<file path="src/rtl/dvi_pkg.sv">
// Shared constants for the DVI raster timing controller: register map,
// 640x480@60 default timing and pixel component width.
package dvi_pkg;

  localparam logic [2:0] REG_H_ACTIVE     = 3'd0;
  localparam logic [2:0] REG_H_SYNC_START = 3'd1;
  localparam logic [2:0] REG_H_SYNC_END   = 3'd2;
  localparam logic [2:0] REG_H_TOTAL      = 3'd3;
  localparam logic [2:0] REG_V_ACTIVE     = 3'd4;
  localparam logic [2:0] REG_V_SYNC_START = 3'd5;
  localparam logic [2:0] REG_V_SYNC_END   = 3'd6;
  localparam logic [2:0] REG_V_TOTAL      = 3'd7;
  localparam int         NUM_REGS         = 8;

  localparam int DEF_H_ACTIVE     = 640;
  localparam int DEF_H_SYNC_START = 656;
  localparam int DEF_H_SYNC_END   = 752;
  localparam int DEF_H_TOTAL      = 800;
  localparam int DEF_V_ACTIVE     = 480;
  localparam int DEF_V_SYNC_START = 490;
  localparam int DEF_V_SYNC_END   = 492;
  localparam int DEF_V_TOTAL      = 525;

  localparam int RGB_W = 8;

endpackage

</file>
<file path="src/rtl/dvi_timing_counter.sv">
// One raster axis: wrapping position counter plus active-area and sync-window
// decodes of the current position.
module dvi_timing_counter #(
  parameter int CW = 12
) (
  input  logic          clk,
  input  logic          rst_n,
  input  logic          i_clr,
  input  logic          i_adv,
  input  logic [CW-1:0] i_active,
  input  logic [CW-1:0] i_sync_start,
  input  logic [CW-1:0] i_sync_end,
  input  logic [CW-1:0] i_total,
  output logic [CW-1:0] o_cnt,
  output logic          o_wrap,
  output logic          o_active,
  output logic          o_sync
);

  logic [CW-1:0] r_cnt;
  logic [CW-1:0] w_last;

  // A total of zero is treated as a one-position axis.
  assign w_last   = (i_total == '0) ? '0 : i_total - CW'(1);
  assign o_wrap   = (r_cnt >= w_last);
  assign o_active = (r_cnt < i_active);
  assign o_sync   = (r_cnt >= i_sync_start) && (r_cnt < i_sync_end);
  assign o_cnt    = r_cnt;

  always_ff @(posedge clk or negedge rst_n) begin
    if (!rst_n) begin
      r_cnt <= '0;
    end else if (i_clr) begin
      r_cnt <= '0;
    end else if (i_adv) begin
      r_cnt <= o_wrap ? '0 : r_cnt + CW'(1);
    end
  end

endmodule

</file>
<file path="src/rtl/dvi_timing_ctrl.sv">
// DVI raster timing controller: programmable h/v timing with frame-boundary
// shadow loading, pixel handshake and registered TMDS-side outputs.
module dvi_timing_ctrl
  import dvi_pkg::*;
#(
  parameter int CW               = 12,
  parameter int RST_H_ACTIVE     = DEF_H_ACTIVE,
  parameter int RST_H_SYNC_START = DEF_H_SYNC_START,
  parameter int RST_H_SYNC_END   = DEF_H_SYNC_END,
  parameter int RST_H_TOTAL      = DEF_H_TOTAL,
  parameter int RST_V_ACTIVE     = DEF_V_ACTIVE,
  parameter int RST_V_SYNC_START = DEF_V_SYNC_START,
  parameter int RST_V_SYNC_END   = DEF_V_SYNC_END,
  parameter int RST_V_TOTAL      = DEF_V_TOTAL
) (
  input  logic               pixclk,
  input  logic               rst_n,
  input  logic               enable,
  input  logic               cfg_we,
  input  logic [2:0]         cfg_addr,
  input  logic [CW-1:0]      cfg_wdata,
  input  logic               pix_valid,
  input  logic [3*RGB_W-1:0] pix_data,
  output logic               pix_ready,
  input  logic               underflow_clr,
  output logic [RGB_W-1:0]   red,
  output logic [RGB_W-1:0]   green,
  output logic [RGB_W-1:0]   blue,
  output logic               hsync,
  output logic               vsync,
  output logic               de,
  output logic               frame_start,
  output logic               underflow
);

  logic [CW-1:0] w_active [NUM_REGS];
  logic [CW-1:0] w_x, w_y;
  logic          w_h_wrap, w_v_wrap, w_h_act, w_v_act, w_h_sync, w_v_sync;
  logic          w_load, w_in_area;

  // Loading while disabled lets software retime an idle raster immediately.
  assign w_load = !enable || (w_h_wrap && w_v_wrap);

  for (genvar gi = 0; gi < NUM_REGS; gi++) begin : g_reg
    localparam int RV =
      (gi == int'(REG_H_ACTIVE))     ? RST_H_ACTIVE     :
      (gi == int'(REG_H_SYNC_START)) ? RST_H_SYNC_START :
      (gi == int'(REG_H_SYNC_END))   ? RST_H_SYNC_END   :
      (gi == int'(REG_H_TOTAL))      ? RST_H_TOTAL      :
      (gi == int'(REG_V_ACTIVE))     ? RST_V_ACTIVE     :
      (gi == int'(REG_V_SYNC_START)) ? RST_V_SYNC_START :
      (gi == int'(REG_V_SYNC_END))   ? RST_V_SYNC_END   : RST_V_TOTAL;

    logic [CW-1:0] r_shadow, r_active, w_shadow_next;

    // Forwarding the write lets a frame-end write land in that same load.
    assign w_shadow_next = (cfg_we && cfg_addr == 3'(gi)) ? cfg_wdata : r_shadow;
    assign w_active[gi]  = r_active;

    always_ff @(posedge pixclk or negedge rst_n) begin
      if (!rst_n) begin
        r_shadow <= CW'(RV);
        r_active <= CW'(RV);
      end else begin
        r_shadow <= w_shadow_next;
        if (w_load) r_active <= w_shadow_next;
      end
    end
  end

  dvi_timing_counter #(.CW(CW)) u_h_cnt (
    .clk          (pixclk),
    .rst_n        (rst_n),
    .i_clr        (!enable),
    .i_adv        (1'b1),
    .i_active     (w_active[REG_H_ACTIVE]),
    .i_sync_start (w_active[REG_H_SYNC_START]),
    .i_sync_end   (w_active[REG_H_SYNC_END]),
    .i_total      (w_active[REG_H_TOTAL]),
    .o_cnt        (w_x),
    .o_wrap       (w_h_wrap),
    .o_active     (w_h_act),
    .o_sync       (w_h_sync)
  );

  dvi_timing_counter #(.CW(CW)) u_v_cnt (
    .clk          (pixclk),
    .rst_n        (rst_n),
    .i_clr        (!enable),
    .i_adv        (w_h_wrap),
    .i_active     (w_active[REG_V_ACTIVE]),
    .i_sync_start (w_active[REG_V_SYNC_START]),
    .i_sync_end   (w_active[REG_V_SYNC_END]),
    .i_total      (w_active[REG_V_TOTAL]),
    .o_cnt        (w_y),
    .o_wrap       (w_v_wrap),
    .o_active     (w_v_act),
    .o_sync       (w_v_sync)
  );

  assign w_in_area = w_h_act && w_v_act;
  assign pix_ready = enable && w_in_area;

  logic [3*RGB_W-1:0] r_rgb;
  logic               r_hsync, r_vsync, r_de, r_frame_start, r_underflow;

  always_ff @(posedge pixclk or negedge rst_n) begin
    if (!rst_n) begin
      r_rgb         <= '0;
      r_hsync       <= 1'b0;
      r_vsync       <= 1'b0;
      r_de          <= 1'b0;
      r_frame_start <= 1'b0;
      r_underflow   <= 1'b0;
    end else begin
      r_rgb         <= (pix_ready && pix_valid) ? pix_data : '0;
      r_hsync       <= enable && w_h_sync;
      r_vsync       <= enable && w_v_sync;
      r_de          <= pix_ready;
      r_frame_start <= enable && (w_x == '0) && (w_y == '0);
      r_underflow   <= (pix_ready && !pix_valid) || (r_underflow && !underflow_clr);
    end
  end

  assign {red, green, blue} = r_rgb;
  assign hsync              = r_hsync;
  assign vsync              = r_vsync;
  assign de                 = r_de;
  assign frame_start        = r_frame_start;
  assign underflow          = r_underflow;

endmodule

</file>
<file path="config.mk">
export PLATFORM = sky130hd
export DESIGN_NAME = dvi_timing_ctrl
export DESIGN_NICKNAME = d
export VERILOG_FILES = /design/src/rtl/dvi_pkg.sv /design/src/rtl/dvi_timing_counter.sv /design/src/rtl/dvi_timing_ctrl.sv
export SDC_FILE = /design/constraint.sdc
export NUM_CORES = 1
export LEC_CHECK = 0
export ABC_AREA = 1
export CAP_MARGIN = 20
export CORE_MARGIN = 2
export CORE_UTILIZATION = 61
export CTS_CLUSTER_SIZE = 8
export DETAILED_ROUTE_END_ITERATION = 7
export GPL_ROUTABILITY_DRIVEN = 0
export GPL_TIMING_DRIVEN = 0
export PLACE_DENSITY = 0.77
export SYNTH_ARGS = -nofsm -noshare
export SYNTH_HDL_FRONTEND = slang
export SYNTH_HIERARCHICAL = 1
export SYNTH_SLANG_ARGS = --single-unit
</file>
<file path="constraint.sdc">
create_clock -name pixclk -period 3.5 [get_ports pixclk]
set_input_delay 0.7 -clock pixclk [delete_from_list [all_inputs] [get_ports pixclk]]
set_output_delay 0.7 -clock pixclk [all_outputs]
set_load 0.05 [all_outputs]
</file>
==> flow_summary.json <==
{
  "design.core.area_um2": 21900,
  "drt_wl_total_mm": 34.3,
  "syn_area_um2": 13600,
  "p_per_area_nw_per_um2": 510,
  "clkPwrFrac": 0.386,
  "hold_viol_final": 0,
  "wl_met2_mm": 15.9,
  "critical_path_class": "reg -> out",
  "fp.dieH_um": 154,
  "synth.avg_cell_area_um2": 8.10,
  "drtIter0Drc": 851,
  "io_pins": 75,
  "htree_levels": 2,
  "setup_slack_ns": 0.0649,
  "antenna_cells": 0,
  "place_ws_ns": -0.117,
  "worstHoldPathType": "in -> async",
  "grt.total_usage": 0.300,
  "grt_max_degree": 93,
  "rrSetupSlack_ns": 0.17,
  "combPwrFrac": 0.178,
  "p_leak_nw": 8.51,
  "fin_util": 0.726,
  "grt_pass1_wl_mm": 56.5,
  "dieArea_um2": 23600,
  "clock-root-buffer": "clkbuf_16",
  "yosysWarnings": 6,
  "synth_most_common_cell": "nand2_1",
  "drive_gt1_frac": 0.133,
  "syn_inst": 1683,
  "wire_per_inst_um": 16.3,
  "route.detailed.drc": 0,
  "finalClockSkew_ns": 0.0158,
  "synth_cell_type_count": 42,
  "ys_top_cells_by_count": "451 x nand2_1, 257 x inv_1, 210 x nand3_1",
  "antenna_found_initial": 0,
  "relSlewSlack": 0.543,
  "grt_pass1_vias": 11300,
  "synthArstFlopShare": 1.00,
  "peakVddDrop_mv": 0.340,
  "clock.fmax_mhz": 291,
  "clk_latency_ns": 0.52,
  "setup_viol": 0,
  "route.met3.wl_mm": 2.52,
  "cp_data_required_time_ns": 2.80,
  "ff2ff_path_depth": 20,
  "area_delta_synth_final_pct": 16.5,
  "cp_max_fo": 8,
  "status": "complete, no violations",
  "report.final.slew_viol_count": 0,
  "cts_buffer_depth": 3,
  "m1WireLength_mm": 14.8,
  "setup.worst_path.start_class": "register",
  "tightest_slew_ns": 0.685,
  "period_needed_ns": 3.44,
  "cts_sinks": 245,
  "p_sw_frac": 0.285,
  "critPathLaunch": "u_v_cnt/o_cnt[9]",
  "internal-power_mw": 5.78,
  "p_switching_mw": 2.31,
  "grt_overflow": 0,
  "power_frac_seq": 0.436,
  "numCtsBuffers": 36,
  "hpwl_mm": 23.5,
  "placementRows": 54,
  "die_w_um": 154,
  "synth_flop_cell": "dfrtp_1",
  "ant_nets": 0,
  "timing.rr.end": "g_reg[0].r_active[2]",
  "ys_ff_latch": 245,
  "post-route-period-util": 0.981,
  "synth_edf_count": 0,
  "synth_top_area_cell": "dfrtp_1",
  "initial_core_util": 0.623,
  "firstDrtPassIters": 5,
  "synth_top_area_share": 0.329,
  "end_kind": "output port",
  "max_cap_violations": 0,
  "num_vias": 11300,
  "port_buffers": 74,
  "cts_hold_buf": 0,
  "seq_area_frac_synth": 0.456,
  "rr_startpoint": "g_reg[3].r_active[3]",
  "crit_arrival_ns": 2.74,
  "top_layer": "met4",
  "synth_area_leaders": "dfrtp_1 33%, dfstp_2 13%, nand2_1 12%",
  "cts_tree": "yes",
  "viasPerCell": 5.39,
  "clk_pin_slew_ns": 0.05,
  "finalNetCount": 1945,
  "fill_cells": 1671
}
sequential cells by signal, summed over array words and instances, names as in the netlist:
name and count:
u_v_cnt/o_cnt 12, frame_start 1, hsync 1, g.r_active 96, u_h_cnt/o_cnt 12, vsync 1
de 1, r_rgb 24, g.r_shadow 96, underflow 1
routing by layer:
metal	track usage	vias up
li1	-	5499
met1	0.406	5384
met2	0.481	377
met3	0.0623	74
met5	0	-
met4	0.113	0
final cells by class:
| type | count | area (um2) | area share |
|---|---|---|---|
| Buffer | 50 | 288 | 0.0181 |
| Sequential cell | 245 | 6230 | 0.392 |
| Inverter | 268 | 1010 | 0.0633 |
| Multi-Input combinational cell | 1123 | 6200 | 0.390 |
| Tap cell | 280 | 350 | 0.0221 |
| Clock buffer | 56 | 976 | 0.0614 |
| Timing Repair Buffer | 78 | 811 | 0.0510 |
| Clock inverter | 3 | 30.0 | 0.00189 |
per-stage QoR:
step           setup TNS, ns  hold WS [ns]  instances  cell area, um2  power, mW
5_1_grt               -0.269         0.192       2103           15900       8.49
3_5_place_dp           -4.73         0.456       2042           14800       4.96
3_3_place_gp        -1874.86         0.457       2040           14700       4.89
6_report                   0         0.131       2103           15900       8.09
4_1_cts                    0         0.166       2101           15800       8.12
2_1_floorplan              0         0.404       1686           13600       4.51
cells by family (layout without fill, tap and decap cells):
| kind of cell | after synthesis | count (layout) | share of synthesized area |
|---|---|---|---|
| buffers and inverters | 318 | 455 | 0.0920 |
| DFF | 245 | 245 | 0.456 |
| adders and majority gates | 98 | 98 | 0.0899 |
| xor gates and xnor gates | 19 | 19 | 0.0122 |
| AOI/OAI and AO/OA | 99 | 99 | 0.0450 |
| and+or+nand+nor | 903 | 903 | 0.305 |
| other | 1 | 4 | 0.000275 |
worst max-delay path, stage by stage, from the launching register on:
cell	delay, ns
dfrtp_2	0.50
ha_1	0.33
a21oi_1	0.13
nor2_1	0.05
a211oi_1	0.17
o21ai_0	0.15
a21oi_1	0.29
nand3_1	0.20
inv_1	0.13
buf_2	0.27
layout by cell type (no fill, tap or decap), drive strengths merged:
| master | instances |
|---|---|
| clkbuf | 71 |
| conb | 4 |
| nor4 | 3 |
| xnor2 | 2 |
| o21ai | 20 |
| o21a | 3 |
| dfrtp | 179 |
| clkdlybuf4s50 | 72 |
| a21o | 2 |
| o22ai | 1 |
| buf | 41 |
| nand2 | 459 |
| xor2 | 17 |
| nand3 | 213 |
| nor3 | 13 |
| a21oi | 66 |
| dfstp | 66 |
| a211oi | 2 |
| or2 | 3 |
| nand3b | 4 |
| ha | 98 |
| nor2 | 97 |
| nand4 | 13 |
| and2 | 98 |
| inv | 269 |
| clkinv | 2 |
| o21bai | 5 |
power by group through the flow:
stage	Clock [mW]	Combinational, mW	Sequential [mW]
after floorplan	0	0.958	3.55
after global placement	0	1.34	3.55
after detailed placement	0	1.40	3.56
after CTS	3.16	1.43	3.52
after global routing	3.27	1.65	3.57
final	3.13	1.44	3.53
worst max-delay path by stage:
stage                     cells after the start  slack (ns)                     to
after floorplan                              20        0.65   g_reg[3].r_active[6]
after global placement                        1       -8.53   g_reg[1].r_active[6]
after detailed placement                     20       -0.12   g_reg[1].r_active[6]
final                                         9        0.06              pix_ready
after global routing                         20       -0.05  g_reg[2].r_active[10]
after CTS                                    19       0.006   g_reg[1].r_active[1]
repair_timing:
item | 4_1_cts | 5_1_grt
setup buffers | 0 | 2
hold endpoints to repair | 0 | 0
setup endpoints to repair | 77 | 99
pin swaps | 0 | 2
resized for setup | 18 | 30
(Power assumes the default switching activity.)
